--- src/rtl/led_pattern_pkg.sv ---
// ---------------------------------------------------------------------------
// led_pattern_pkg
// Shared encodings for the LED pattern scheduler.
//   MODE_*   : pattern select values carried on cmd_mode
//   state_t  : scheduler FSM state encoding
//   PWM_W    : width of the dimming PWM counter and duty field
//              (used only when LED_PATTERN_DIM_EN is defined)
// ---------------------------------------------------------------------------
package led_pattern_pkg;

   localparam logic [1:0] MODE_FILL   = 2'd0;
   localparam logic [1:0] MODE_CHASE  = 2'd1;
   localparam logic [1:0] MODE_BOUNCE = 2'd2;
   localparam logic [1:0] MODE_BLINK  = 2'd3;

   localparam int PWM_W = 4;

   typedef enum logic {
      ST_IDLE = 1'b0,
      ST_RUN  = 1'b1
   } state_t;

endpackage

--- src/rtl/led_pattern_prescaler.sv ---
// ---------------------------------------------------------------------------
// led_pattern_prescaler
// Step-rate divider. Counts 0..div-1 while enabled and pulses tick on the
// cycle where the count equals div-1, then wraps to 0.
// Ports:
//   clk    : system clock, rising edge
//   rst_n  : asynchronous active-low reset
//   clear  : hold the count at 0 and suppress tick (scheduler idle)
//   div    : clocks per step, must be nonzero (caller maps 0 to 1)
//   tick   : one-cycle step strobe
// ---------------------------------------------------------------------------
module led_pattern_prescaler #(
   parameter int DIV_W = 16
) (
   input  logic             clk,
   input  logic             rst_n,
   input  logic             clear,
   input  logic [DIV_W-1:0] div,
   output logic             tick
);

   logic [DIV_W-1:0] cnt;

   assign tick = !clear && (cnt == (div - DIV_W'(1)));

   always_ff @(posedge clk or negedge rst_n) begin
      if (!rst_n) begin
         cnt <= '0;
      end else if (clear || tick) begin
         cnt <= '0;
      end else begin
         cnt <= cnt + DIV_W'(1);
      end
   end

endmodule

--- src/rtl/led_pattern_ctrl.sv ---
// ---------------------------------------------------------------------------
// led_pattern_ctrl
// Command-driven LED bar scheduler. A command (mode, div, reps) is accepted
// over a valid/ready handshake in IDLE; the selected pattern then advances
// once every div clocks for reps full periods (reps=0: until stop), after
// which the bar is cleared and done pulses for one cycle.
//
// Optional build macro: LED_PATTERN_DIM_EN
//   Adds cmd_duty (latched on accept) and a free-running PWM counter;
//   led_out is the pattern gated by (pwm_cnt <= duty).
//
// Ports:
//   clk        : system clock, rising edge
//   rst_n      : asynchronous active-low reset
//   cmd_valid  : command present
//   cmd_ready  : command can be accepted (IDLE only)
//   cmd_mode   : 0 FILL, 1 CHASE, 2 BOUNCE, 3 BLINK
//   cmd_div    : clocks per step, 0 treated as 1
//   cmd_reps   : full periods to run, 0 = until stop
//   cmd_duty   : dimming duty (LED_PATTERN_DIM_EN only)
//   stop       : abort the running pattern, no done
//   led_out    : LED drive
//   busy       : pattern running
//   done       : one-cycle pulse on normal completion
//
// State table
//   state   | meaning
//   ST_IDLE | waiting for a command, cmd_ready high, bar holds last value
//   ST_RUN  | pattern stepping on prescaler ticks, busy high
// ---------------------------------------------------------------------------
module led_pattern_ctrl
   import led_pattern_pkg::*;
#(
   parameter int LED_W = 8,
   parameter int DIV_W = 16,
   parameter int REP_W = 8
) (
   input  logic             clk,
   input  logic             rst_n,
   input  logic             cmd_valid,
   output logic             cmd_ready,
   input  logic [1:0]       cmd_mode,
   input  logic [DIV_W-1:0] cmd_div,
   input  logic [REP_W-1:0] cmd_reps,
`ifdef LED_PATTERN_DIM_EN
   input  logic [PWM_W-1:0] cmd_duty,
`endif
   input  logic             stop,
   output logic [LED_W-1:0] led_out,
   output logic             busy,
   output logic             done
);

   localparam logic [LED_W-1:0] MSB_ONE = {1'b1, {(LED_W-1){1'b0}}};

   state_t           state_q, state_d;
   logic [LED_W-1:0] pat_q, pat_d;
   logic             dir_q, dir_d;      // bounce direction: 0 = toward LSB
   logic [1:0]       mode_q, mode_d;
   logic [DIV_W-1:0] div_q, div_d;
   logic [REP_W-1:0] reps_q, reps_d;
   logic [REP_W-1:0] rep_cnt_q, rep_cnt_d;
   logic             done_q, done_d;

   logic             tick;
   logic [LED_W-1:0] pat_step;
   logic             dir_step;
   logic             period_end;
   logic [LED_W-1:0] pat_start;
   logic             last_rep;

`ifdef LED_PATTERN_DIM_EN
   logic [PWM_W-1:0] duty_q, duty_d;
   logic [PWM_W-1:0] pwm_cnt;
`endif

   led_pattern_prescaler #(
      .DIV_W (DIV_W)
   ) u_prescaler (
      .clk   (clk),
      .rst_n (rst_n),
      .clear (state_q != ST_RUN),
      .div   (div_q),
      .tick  (tick)
   );

   // Pattern successor for the latched mode, plus a flag marking the step
   // that completes one full period of that pattern.
   always_comb begin
      pat_step   = pat_q;
      dir_step   = dir_q;
      period_end = 1'b0;
      case (mode_q)
         MODE_FILL: begin
            if (&pat_q) begin
               pat_step   = '0;
               period_end = 1'b1;
            end else begin
               pat_step = {1'b1, pat_q[LED_W-1:1]};
            end
         end
         MODE_CHASE: begin
            pat_step   = {pat_q[0], pat_q[LED_W-1:1]};
            period_end = pat_q[0];
         end
         MODE_BOUNCE: begin
            pat_step = dir_q ? (pat_q << 1) : (pat_q >> 1);
            // Direction follows where the lit lamp lands, so a 2-wide bar
            // turns around correctly at both ends.
            if (pat_step[LED_W-1]) begin
               dir_step   = 1'b0;
               period_end = 1'b1;
            end else if (pat_step[0]) begin
               dir_step = 1'b1;
            end
         end
         MODE_BLINK: begin
            pat_step   = (pat_q == '0) ? '1 : '0;
            period_end = (pat_q != '0);
         end
         default: begin
            pat_step = pat_q;
         end
      endcase
   end

   always_comb begin
      pat_start = '0;
      if ((cmd_mode == MODE_CHASE) || (cmd_mode == MODE_BOUNCE)) begin
         pat_start = MSB_ONE;
      end
   end

   assign last_rep = period_end && (reps_q != '0) &&
                     (rep_cnt_q == (reps_q - REP_W'(1)));

   always_comb begin
      state_d   = state_q;
      pat_d     = pat_q;
      dir_d     = dir_q;
      mode_d    = mode_q;
      div_d     = div_q;
      reps_d    = reps_q;
      rep_cnt_d = rep_cnt_q;
      done_d    = 1'b0;
`ifdef LED_PATTERN_DIM_EN
      duty_d    = duty_q;
`endif
      case (state_q)
         ST_IDLE: begin
            // stop has no meaning here; a command is taken regardless
            if (cmd_valid) begin
               state_d   = ST_RUN;
               mode_d    = cmd_mode;
               div_d     = (cmd_div == '0) ? DIV_W'(1) : cmd_div;
               reps_d    = cmd_reps;
               rep_cnt_d = '0;
               dir_d     = 1'b0;
               pat_d     = pat_start;
`ifdef LED_PATTERN_DIM_EN
               duty_d    = cmd_duty;
`endif
            end
         end
         ST_RUN: begin
            if (stop) begin
               pat_d   = '0;
               state_d = ST_IDLE;
            end else if (tick) begin
               if (last_rep) begin
                  pat_d   = '0;
                  done_d  = 1'b1;
                  state_d = ST_IDLE;
               end else begin
                  pat_d = pat_step;
                  dir_d = dir_step;
                  if (period_end && (rep_cnt_q != '1)) begin
                     rep_cnt_d = rep_cnt_q + REP_W'(1);
                  end
               end
            end
         end
         default: begin
            state_d = ST_IDLE;
         end
      endcase
   end

   always_ff @(posedge clk or negedge rst_n) begin
      if (!rst_n) begin
         state_q   <= ST_IDLE;
         pat_q     <= '0;
         dir_q     <= 1'b0;
         mode_q    <= MODE_FILL;
         div_q     <= DIV_W'(1);
         reps_q    <= '0;
         rep_cnt_q <= '0;
         done_q    <= 1'b0;
      end else begin
         state_q   <= state_d;
         pat_q     <= pat_d;
         dir_q     <= dir_d;
         mode_q    <= mode_d;
         div_q     <= div_d;
         reps_q    <= reps_d;
         rep_cnt_q <= rep_cnt_d;
         done_q    <= done_d;
      end
   end

`ifdef LED_PATTERN_DIM_EN
   always_ff @(posedge clk or negedge rst_n) begin
      if (!rst_n) begin
         duty_q  <= '1;
         pwm_cnt <= '0;
      end else begin
         duty_q  <= duty_d;
         pwm_cnt <= pwm_cnt + PWM_W'(1);
      end
   end

   assign led_out = pat_q & {LED_W{pwm_cnt <= duty_q}};
`else
   assign led_out = pat_q;
`endif

   assign busy      = (state_q == ST_RUN);
   assign cmd_ready = (state_q == ST_IDLE);
   assign done      = done_q;

endmodule

--- config.mk ---
export PLATFORM = sky130hd
export DESIGN_NAME = led_pattern_ctrl
export DESIGN_NICKNAME = d
export VERILOG_FILES = /design/src/rtl/led_pattern_pkg.sv /design/src/rtl/led_pattern_prescaler.sv /design/src/rtl/led_pattern_ctrl.sv
export SDC_FILE = /design/constraint.sdc
export NUM_CORES = 1
export LEC_CHECK = 0
export ABC_AREA = 1
export CAP_MARGIN = 5
export CORE_MARGIN = 1.5
export CORE_UTILIZATION = 51
export DETAILED_ROUTE_END_ITERATION = 8
export GPL_TIMING_DRIVEN = 0
export PLACE_DENSITY_LB_ADDON = 0.25
export SLEW_MARGIN = 5
export SYNTH_ARGS = -nofsm -noshare
export SYNTH_HDL_FRONTEND = slang
export SYNTH_SLANG_ARGS = --single-unit
--- constraint.sdc ---
create_clock -name clk -period 2.8 [get_ports clk]
set_input_delay 0.56 -clock clk [delete_from_list [all_inputs] [get_ports clk]]
set_output_delay 0.56 -clock clk [all_outputs]
set_load 0.05 [all_outputs]
==> load_flow_metrics.sql <==
INSERT INTO impl_metrics (metric_group, metric, value, unit) VALUES
('layout', 'drive_above_1_share', '0.0943', ''),
('clock_network', 'cts.path.max_buffers', '2', ''),
('power', 'comb_power_share', '0.366', ''),
('floorplan', 'io_pins', '41', ''),
('global_route', 'grt_use_total', '0.266', ''),
('sta', 'finalHoldViolCount', '0', ''),
('floorplan', 'die_h', '93.7', 'um'),
('synthesis', 'netlist_area_pre_place', '4200', 'um^2'),
('power', 'switching_share', '0.404', ''),
('hold_path', 'timing.hold.worst.class', 'in -> async', ''),
('place', 'post-dp-hpwl', '7830', 'um'),
('routing', 'route.detailed.vias_per_inst', '5.39', ''),
('place', 'place.port_buffers', '40', ''),
('global_route', 'gr-total-overflow', '0', ''),
('floorplan', 'die_w', '93.7', 'um'),
('synthesis', 'synth.distinct_cells', '41', ''),
('critical_path', 'critical_path.reg2reg.startpoint', 'div_q[0]', ''),
('routing', 'detailroute.via_count', '4039', ''),
('critical_path', 'max_stage_delay', '580', 'ps'),
('routing', 'drt_iter0_markers', '206', ''),
('power', 'clock_power_share', '0.237', ''),
('sta', 'achievable-frequency', '383', 'MHz'),
('critical_path', 'path_max_fanout', '10', ''),
('sta', 'grt_setup_unrepaired', 'no', ''),
('global_route', 'initial_antenna_violation_count', '0', ''),
('clock_network', 'cts-buffers-inserted', '9', ''),
('sta', 'post-route-period-util', '0.933', ''),
('layout', 'multi_input_area', '2360', 'um^2'),
('power', 'power.total', '2.94', 'mW'),
('synthesis', 'most_used_flip_flop_cell_after_synthesis', 'sky130_fd_sc_hd__dfrtp_1', ''),
('power', 'peak_ir_drop_on_the_vdd_network', '0.341', 'mV'),
('floorplan', 'std_cell_rows', '32', ''),
('place', 'place_congestion', '0.922', ''),
('synthesis', 'synth-edff-count', '0', ''),
('critical_path', 'setup.worst_path.end_class', 'primary output', ''),
('power', 'netSwitchingPower', '1.19', 'mW'),
('floorplan', 'core_area', '7850', 'um^2'),
('power', 'power_report.internal_total', '1.75', 'mW'),
('routing', 'drt_first_pass_iters', '5', ''),
('run_status', 'outcome', 'finished clean', ''),
('critical_path', 'timing.critical_path.max_delay_family', 'buffers and inverters', ''),
('global_route', 'grt_start_max_net_pins', '62', ''),
('sta', 'timing.max_slew.rel_slack', '0.476', ''),
('synthesis', 'ys_seq_area_frac', '0.364', ''),
('synthesis', 'synth.yosys.warnings', '0', ''),
('global_route', 'grt_pass1_vias', '3968', ''),
('critical_path', 'path_buf_inv', '4', ''),
('routing', 'drcViolationCount', '0', ''),
('sta', 'final-max-slew-violation-count', '0', ''),
('critical_path', 'worstPathRequired', '2240', 'ps'),
('sta', 'timing.hold.ws', '293', 'ps'),
('sta', 'worst_slew_pin_slew', '787', 'ps'),
('layout', 'layout.nets', '679', ''),
('clock_network', 'tritoncts', 'yes', ''),
('critical_path', 'critical_path_arrival', '2050', 'ps'),
('clock_network', 'cts_max_level', '3', ''),
('routing', 'dr_wl_cell', '14.0', 'um'),
('synthesis', 'syn_area_per_cell', '7.08', 'um^2'),
('layout', 'ff_latch_area', '1530', 'um^2'),
('critical_path', 'cp-start-kind', 'flop', ''),
('power', 'leakagePower', '2.32', 'nW'),
('layout', 'count_of_antenna_diodes_in_the_layout', '0', ''),
('sta', 'fin_skew', '8.61', 'ps'),
('synthesis', 'ys_ff_latch', '61', ''),
('layout', 'nFillCells', '728', ''),
('routing', 'drt_wl_total', '10500', 'um'),
('clock_network', 'cts.clk_slew.worst_paths', '70', 'ps'),
('critical_path', 'worst_setup_path_startpoint', 'busy', ''),
('clock_network', 'clock-root-buffer', 'sky130_fd_sc_hd__clkbuf_8', ''),
('floorplan', 'initial_util', '0.535', ''),
('clock_network', 'insertion_delay', '350', 'ps');
cell usage after synthesis, drive strengths merged (2+ instances only):
cell | n | area [um^2]
inv | 66 | 248
xnor2 | 11 | 96.3
o221a | 2 | 22.5
nor3 | 12 | 85.1
xor2 | 16 | 140
nor3b | 6 | 45.0
nand2 | 193 | 766
dfrtp | 60 | 1500
ha | 5 | 62.6
a21oi | 21 | 105
buf | 4 | 36.3
o21ai | 30 | 150
nand4 | 18 | 113
nand3 | 41 | 243
clkbuf | 6 | 22.5
nand3b | 7 | 52.6
o21bai | 2 | 15.0
nor2 | 79 | 368
nor4 | 5 | 37.5
worst reg2reg max path: stages, from the launching register on:
cell                       delay, ps
sky130_fd_sc_hd__dfstp_2         570
sky130_fd_sc_hd__inv_2            60
sky130_fd_sc_hd__ha_1            240
sky130_fd_sc_hd__or2_1           260
sky130_fd_sc_hd__nand3_1         120
sky130_fd_sc_hd__nand3_1         120
sky130_fd_sc_hd__a21oi_1         140
sky130_fd_sc_hd__nor3b_1         240
sky130_fd_sc_hd__nand2_1          90
sky130_fd_sc_hd__nor2_1          250
sky130_fd_sc_hd__a21boi_1        120
flip-flops by register name, summed over array words and instances (netlist names):
name             count
dir_q                1
rep_cnt_q            8
u_prescaler.cnt     16
div_q               16
reps_q               8
busy                 1
mode_q               2
led_out              8
done                 1
stage by stage:
stage	utilization	area (um^2)	TNS, ps	cells	setup slack [ps]
after CTS	0.623	4890	0	749	176
after floorplan	-	4200	0	593	471
after global placement	0.602	4730	-49720	735	-830
final	0.623	4890	0	749	187
after global routing	0.623	4890	0	749	63.9
after detailed placement	0.602	4720	0	735	261
placed cells by master (no fill, tap or decap), types with 9 or more instances in the layout:
cell type / n
sky130_fd_sc_hd__a21oi_1: 21
sky130_fd_sc_hd__inv_1: 57
sky130_fd_sc_hd__clkdlybuf4s50_1: 38
sky130_fd_sc_hd__xnor2_1: 11
sky130_fd_sc_hd__clkbuf_8: 11
sky130_fd_sc_hd__nor2_1: 64
sky130_fd_sc_hd__nand3_1: 38
sky130_fd_sc_hd__o21ai_0: 28
sky130_fd_sc_hd__nand4_1: 18
sky130_fd_sc_hd__nand2_1: 186
sky130_fd_sc_hd__dfrtp_1: 60
sky130_fd_sc_hd__inv_2: 9
sky130_fd_sc_hd__xor2_1: 16
sky130_fd_sc_hd__nor2_2: 10
worst paths after layout:
kind,slack (ps),cells past startpoint,end
worst min register to register,500,2,div_q[15]
worst max-delay path,190,4,cmd_ready
worst min-delay path,290,1,rep_cnt_q[2]
min in group clk,500,2,div_q[15]
worst max register to register,450,10,busy
max in group asynchronous,1990,1,u_prescaler.cnt[11]
power groups by stage:
stage,clock [mW],combinational [mW],sequential [mW]
2_1_floorplan,0,0.746,1.19
3_3_place_gp,0,1.05,1.18
3_5_place_dp,0,1.07,1.18
4_1_cts,0.716,1.08,1.17
5_1_grt,0.754,1.22,1.19
6_report,0.698,1.08,1.17
timing repair:
item	4_1_cts	5_1_grt
endpoints found under the setup margin	1	0
buffers inserted	0	0
gates resized for setup	1	0
cells by family (layout without fill, tap and decap cells):
family          after synthesis  in the layout  synth area share
compound gates               62             62            0.0832
xor+xnor                     27             27            0.0563
fa+ha+maj                     5              5            0.0149
buf+inv                      76            130            0.0730
flops                        61             61             0.364
simple gates                362            362             0.409
per-layer routing:
layer	global-route usage	up-vias	wire length [um]
met5	0	-	0
met4	0.108	0	278
met3	0.0591	24	577
met2	0.454	129	5070
met1	0.324	1865	4570
li1	-	2021	-
layout make-up:
cell class,count,share of cell area
Tap cell,102,0.0261
Timing Repair Buffer,40,0.0812
Multi-Input combinational cell,456,0.484
Clock buffer,12,0.0317
Buffer,10,0.0120
Inverter,66,0.0507
Sequential cell,61,0.313
Clock inverter,2,0.00205
Note: power is estimated with default switching activity, not from simulation.
==> RTL change 1 (config.mk and constraints unchanged) <==
Change the parameter `REP_W` from 8 to 6.
--- a/src/rtl/led_pattern_ctrl.sv
+++ b/src/rtl/led_pattern_ctrl.sv
@@ -33,7 +33,7 @@
 #(
    parameter int LED_W = 8,
    parameter int DIV_W = 16,
-   parameter int REP_W = 8
+   parameter int REP_W = 6
 ) (
    input  logic             clk,
    input  logic             rst_n,
Ports: changed (resized cmd_reps); port bits go from 41 to 39. No check against the original RTL was run, so the function may have changed too.
==> RTL change 1 against the original RTL <==
Final cell count fell by 6.5%. Cell area fell by 5.5%. Register-to-register slack gained 20 ps. Combinational power shrank 8%. Clock power up 31%. Setup slack better by 68 ps. Via count is 9.1% lower. Synthesized area shrank 7.9%. Power grew 1.7%. Sequential cell count fell by 4. Wire length fell by 12%. Largest power group unchanged.
==> RTL change 1: results (changes against the original RTL) <==
metric,value,unit,change
clock_skew,12.7,ps,was 8.61 ps
place.gp.congestion,0.887,,was 0.922
grt_antenna_before_repair,0,,unchanged
power.leakage,2.16,nW,was 2.32 nW
post-cts-setup-buffers,0,,unchanged
p_int,1.89,mW,was 1.75 mW
grt_pass1_wl,16200,um,"was 18,100 um"
max_stage_delay,840,ps,was 580 ps
drive_gt1_share,8.49,%,was 9.43%
ys_warn_count,0,,unchanged
cp_max_fo,10,,unchanged
cts_max_path_buffers,2,,unchanged
dp_hpwl,7030,um,was 7830 um
clock-root-buffer,clkbuf_8,,unchanged
yosys_most_used_dff,dfrtp_1,,unchanged
max_slew_margin,55.6,%,was 47.6%
grt_max_degree,39,,was 62
routedWlPerCell,13.3,um,was 14.0 um
synth_common_cells,"174 x nand2_1, 70 x nor2_1, 56 x dfrtp_1, 55 x inv_1, 34 x nand3_1",,"was 186 x nand2_1, 64 x nor2_1, 60 x dfrtp_1, 57 x inv_1, 38 x nand3_1"
fillers,682,,was 728
cp.arrival,1980,ps,was 2050 ps
yosysSeqAreaShare,36.9,%,was 36.4%
diodes,0,,unchanged
first_iter_violations,252,,was 206
viasPerCell,5.25,,was 5.39
yosys-top-cells-area,"dfrtp_1 36%, nand2_1 17%, nor2_1 6.8%",,"was dfrtp_1 36%, nand2_1 17%, nor2_1 5.7%"
ctsResizeCount,0,,was 1
synth_cell_type_count,45,,was 41
clk_pin_slew,60,ps,
first_global_vias,3594,,"was 3,968"
h-tree-depth,3,,unchanged
ir_drop,0.459,mV,was 0.341 mV
outcome,completed,,unchanged
numCtsBuffers,9,,unchanged
clock_latency,350,ps,about the same
first_pass_iters,5,,unchanged
slowest_stage,clkdlybuf4s50_1,,was dlygate4sd2_1
final_nets,629,,was 679
syn_nets,579,,was 628
grt_usage,24.9,%,was 26.6%
synthArstFlopShare,100,%,unchanged
holdCritPathClass,input pin to asynchronous set/reset pin,,unchanged
port-buffer-count,38,,was 40
## RTL change 1: cells by family after synthesis
family,count (synthesis),share of synthesized area [%]
buf+inv,65,6.89
simple gates,341,40.6
fa+ha+maj,5,1.62
xor+xnor,28,6.34
flops,57,36.9
compound gates,50,7.67
## RTL change 1: final timing paths
check / from / endpoint / slack, ps / cells after the start
max: busy$_DFF_PN0_ / cmd_ready / 260 / 3
min: rst_n / rep_cnt_q[1]$_DFFE_PN0P_ / 170 / 1
max reg2reg: div_q[0]$_DFFE_PN1P_ / rep_cnt_q[2]$_DFFE_PN0P_ / 470 / 14
min reg2reg: u_prescaler.cnt[0]$_DFF_PN0_ / u_prescaler.cnt[0]$_DFF_PN0_ / 500 / 1
max in group asynchronous: rst_n / div_q[0]$_DFFE_PN1P_ / 2010 / 2
min in group clk: u_prescaler.cnt[0]$_DFF_PN0_ / u_prescaler.cnt[0]$_DFF_PN0_ / 500 / 1
## RTL change 1: worst max-delay path, delay by kind of cell (launching register included)
| family | cells | cell delay (ps) |
|---|---|---|
| buffers and inverters | 3 | 1240 |
| DFF | 1 | 390 |
## RTL change 1: metal layers
layer / wire [um] / vias to the layer above / share of wire, % / global-route usage, %
li1: - / 1856 / - / -
met5: 0 / - / 0 / 0
met3: 480 / 26 / 5.2 / 5.41
met1: 4040 / 1693 / 43 / 30.5
met2: 4410 / 98 / 48 / 40.8
met4: 354 / 0 / 3.8 / 13.4
## RTL change 1: metrics by stage
stage / area [sq um] / hold slack, ps / setup slack (ps) / std cells
6_report: 4620 / 170 / 255 / 700
5_1_grt: 4620 / 206 / 190 / 700
4_1_cts: 4620 / 179 / 251 / 700
3_5_place_dp: 4390 / 488 / 135 / 684
3_3_place_gp: 4370 / 481 / -608 / 683
2_1_floorplan: 3870 / 264 / 785 / 546
## RTL change 1: power groups by stage
stage	Sequential (mW)	Combinational (mW)	Clock, mW
floorplan	1.11	0.687	0
global placement	1.09	0.958	0
detailed placement	1.09	0.982	0
CTS	1.08	0.996	0.924
global route	1.10	1.13	0.953
finish	1.08	0.994	0.914
## RTL change 1: layout make-up
class	count	area, sq um	area share [%]
Sequential cell	57	1430	30.9
Buffer	8	52.6	1.14
Clock buffer	14	173	3.74
Clock inverter	2	60.1	1.30
Timing Repair Buffer	39	395	8.56
Tap cell	99	124	2.68
Inverter	57	214	4.63
Multi-Input combinational cell	424	2170	47.0
==> RTL change 2 (same flow settings) <==
Without the edit above. Register the input `cmd_div` before use, without a reset. The logic sees it one clock later. The other inputs are not delayed to match.
--- a/src/rtl/led_pattern_ctrl.sv
+++ b/src/rtl/led_pattern_ctrl.sv
@@ -53,6 +53,12 @@
 
    localparam logic [LED_W-1:0] MSB_ONE = {1'b1, {(LED_W-1){1'b0}}};
 
+   logic [DIV_W-1:0] cmd_div_q;
+
+   always_ff @(posedge clk) begin
+      cmd_div_q <= cmd_div;
+   end
+
    state_t           state_q, state_d;
    logic [LED_W-1:0] pat_q, pat_d;
    logic             dir_q, dir_d;      // bounce direction: 0 = toward LSB
@@ -152,7 +158,7 @@
             if (cmd_valid) begin
                state_d   = ST_RUN;
                mode_d    = cmd_mode;
-               div_d     = (cmd_div == '0) ? DIV_W'(1) : cmd_div;
+               div_d     = (cmd_div_q == '0) ? DIV_W'(1) : cmd_div_q;
                reps_d    = cmd_reps;
                rep_cnt_d = '0;
                dir_d     = 1'b0;
Formal check against the unedited RTL: not equivalent (Yosys sat finds a counterexample within 4 cycles, from zero or initial values and one cycle with rst_n low).
==> RTL change 2 against the original RTL <==
Synthesized area up 8.2%. Sequential cell count up 16. Power up 12%. Cell area up 7.6%. Clock power up 17%. Critical path type unchanged. Setup slack worse by 11 ps. Wire length up 1.5%. First-iteration DRC count up 21%. Largest cell class unchanged.
==> RTL change 2: results (changes against the original RTL) <==
metric,value,unit,change
viasPerCell,5.27,,was 5.39
yosysSeqAreaShare,40.7,%,was 36.4%
final_nets,692,,was 679
reg.largest.list,"cmd_div_q (16), div_q (16), u_prescaler.cnt (16)",,"was div_q (16), u_prescaler.cnt (16)"
drive_gt1_share,10.7,%,was 9.43%
outcome,completed,,unchanged
syn_inst,606,,was 593
clock_skew,16.9,ps,was 8.61 ps
clk_pin_slew,100,ps,was 70 ps
inverters,68,,was 66
multi_input_cells,451,,was 456
place.gp.congestion,0.924,,was 0.922
synth_cell_type_count,45,,was 41
routedWlPerCell,13.8,um,was 14.0 um
power,3.29,mW,was 2.94 mW
power.leakage,2.46,nW,was 2.32 nW
grt_usage,23.9,%,was 26.6%
synth_compound_gate_area_share,7.00,%,was 8.32%
clock_area_share,3.52,%,was 3.38%
dp_hpwl,8150,um,was 7830 um
tightest_slew,764,ps,was 787 ps
p_int,1.98,mW,was 1.75 mW
synth_common_cells,"176 x nand2_1, 71 x nor2_1, 60 x dfrtp_1, 60 x inv_1, 43 x nand3_1",,"was 186 x nand2_1, 64 x nor2_1, 60 x dfrtp_1, 57 x inv_1, 38 x nand3_1"
ir_drop,0.420,mV,was 0.341 mV
grt_pass1_wl,18400,um,"was 18,100 um"
multi_input_area_share,45.3,%,was 48.4%
syn_nets,641,,was 628
reg2reg_setup_slack,420,ps,was 450 ps
area_share_nonclk_buffers,8.59,%,was 9.32%
RTL change 2: cell types whose count changed after synthesis, moves of 2 or more:
| cell | before | now |
|---|---|---|
| a21oi_1 | 21 | 10 |
| dfxtp_1 | 0 | 16 |
| inv_1 | 57 | 60 |
| inv_2 | 9 | 7 |
| nand2_1 | 186 | 176 |
| nand2_2 | 4 | 6 |
| nand2_4 | 2 | 4 |
| nand3_1 | 38 | 43 |
| nand3b_1 | 7 | 5 |
| nand4_1 | 18 | 20 |
| nor2_1 | 64 | 71 |
| nor3_1 | 7 | 5 |
| o221a_2 | 2 | 5 |
RTL change 2: how the worst max path moves through the flow:
stage | start | endpoint | slack [ps] | cells after the start
2_1_floorplan | busy$_DFF_PN0_ | cmd_ready | 670 | 3
3_3_place_gp | rst_n | div_q[7]$_DFFE_PN0P_ | -850 | 1
3_5_place_dp | busy$_DFF_PN0_ | cmd_ready | 270 | 4
4_1_cts | busy$_DFF_PN0_ | cmd_ready | 160 | 4
5_1_grt | busy$_DFF_PN0_ | cmd_ready | 80 | 4
6_report | busy$_DFF_PN0_ | cmd_ready | 180 | 4
RTL change 2: timing repair:
item,in CTS,in global routing
hold buffers,0,0
endpoints found under the setup margin,1,0
endpoints found under the hold margin,0,0
gates resized for setup,1,0
RTL change 2: metrics by stage:
step	area, sq um	worst slack (ps)	hold WS, ps
2_1_floorplan	4540	673	264
3_3_place_gp	5080	-854	433
3_5_place_dp	5070	265	440
4_1_cts	5260	162	285
5_1_grt	5260	79.3	339
6_report	5260	177	265
RTL change 2: routing by layer:
metal  routed length, um  up-vias  GRT usage (%)
li1                    -     2059              -
met1                4870     1900           30.3
met2                5210       86           41.7
met3                 385       15           3.24
met4                 187        0           8.90
met5                   0        -              0
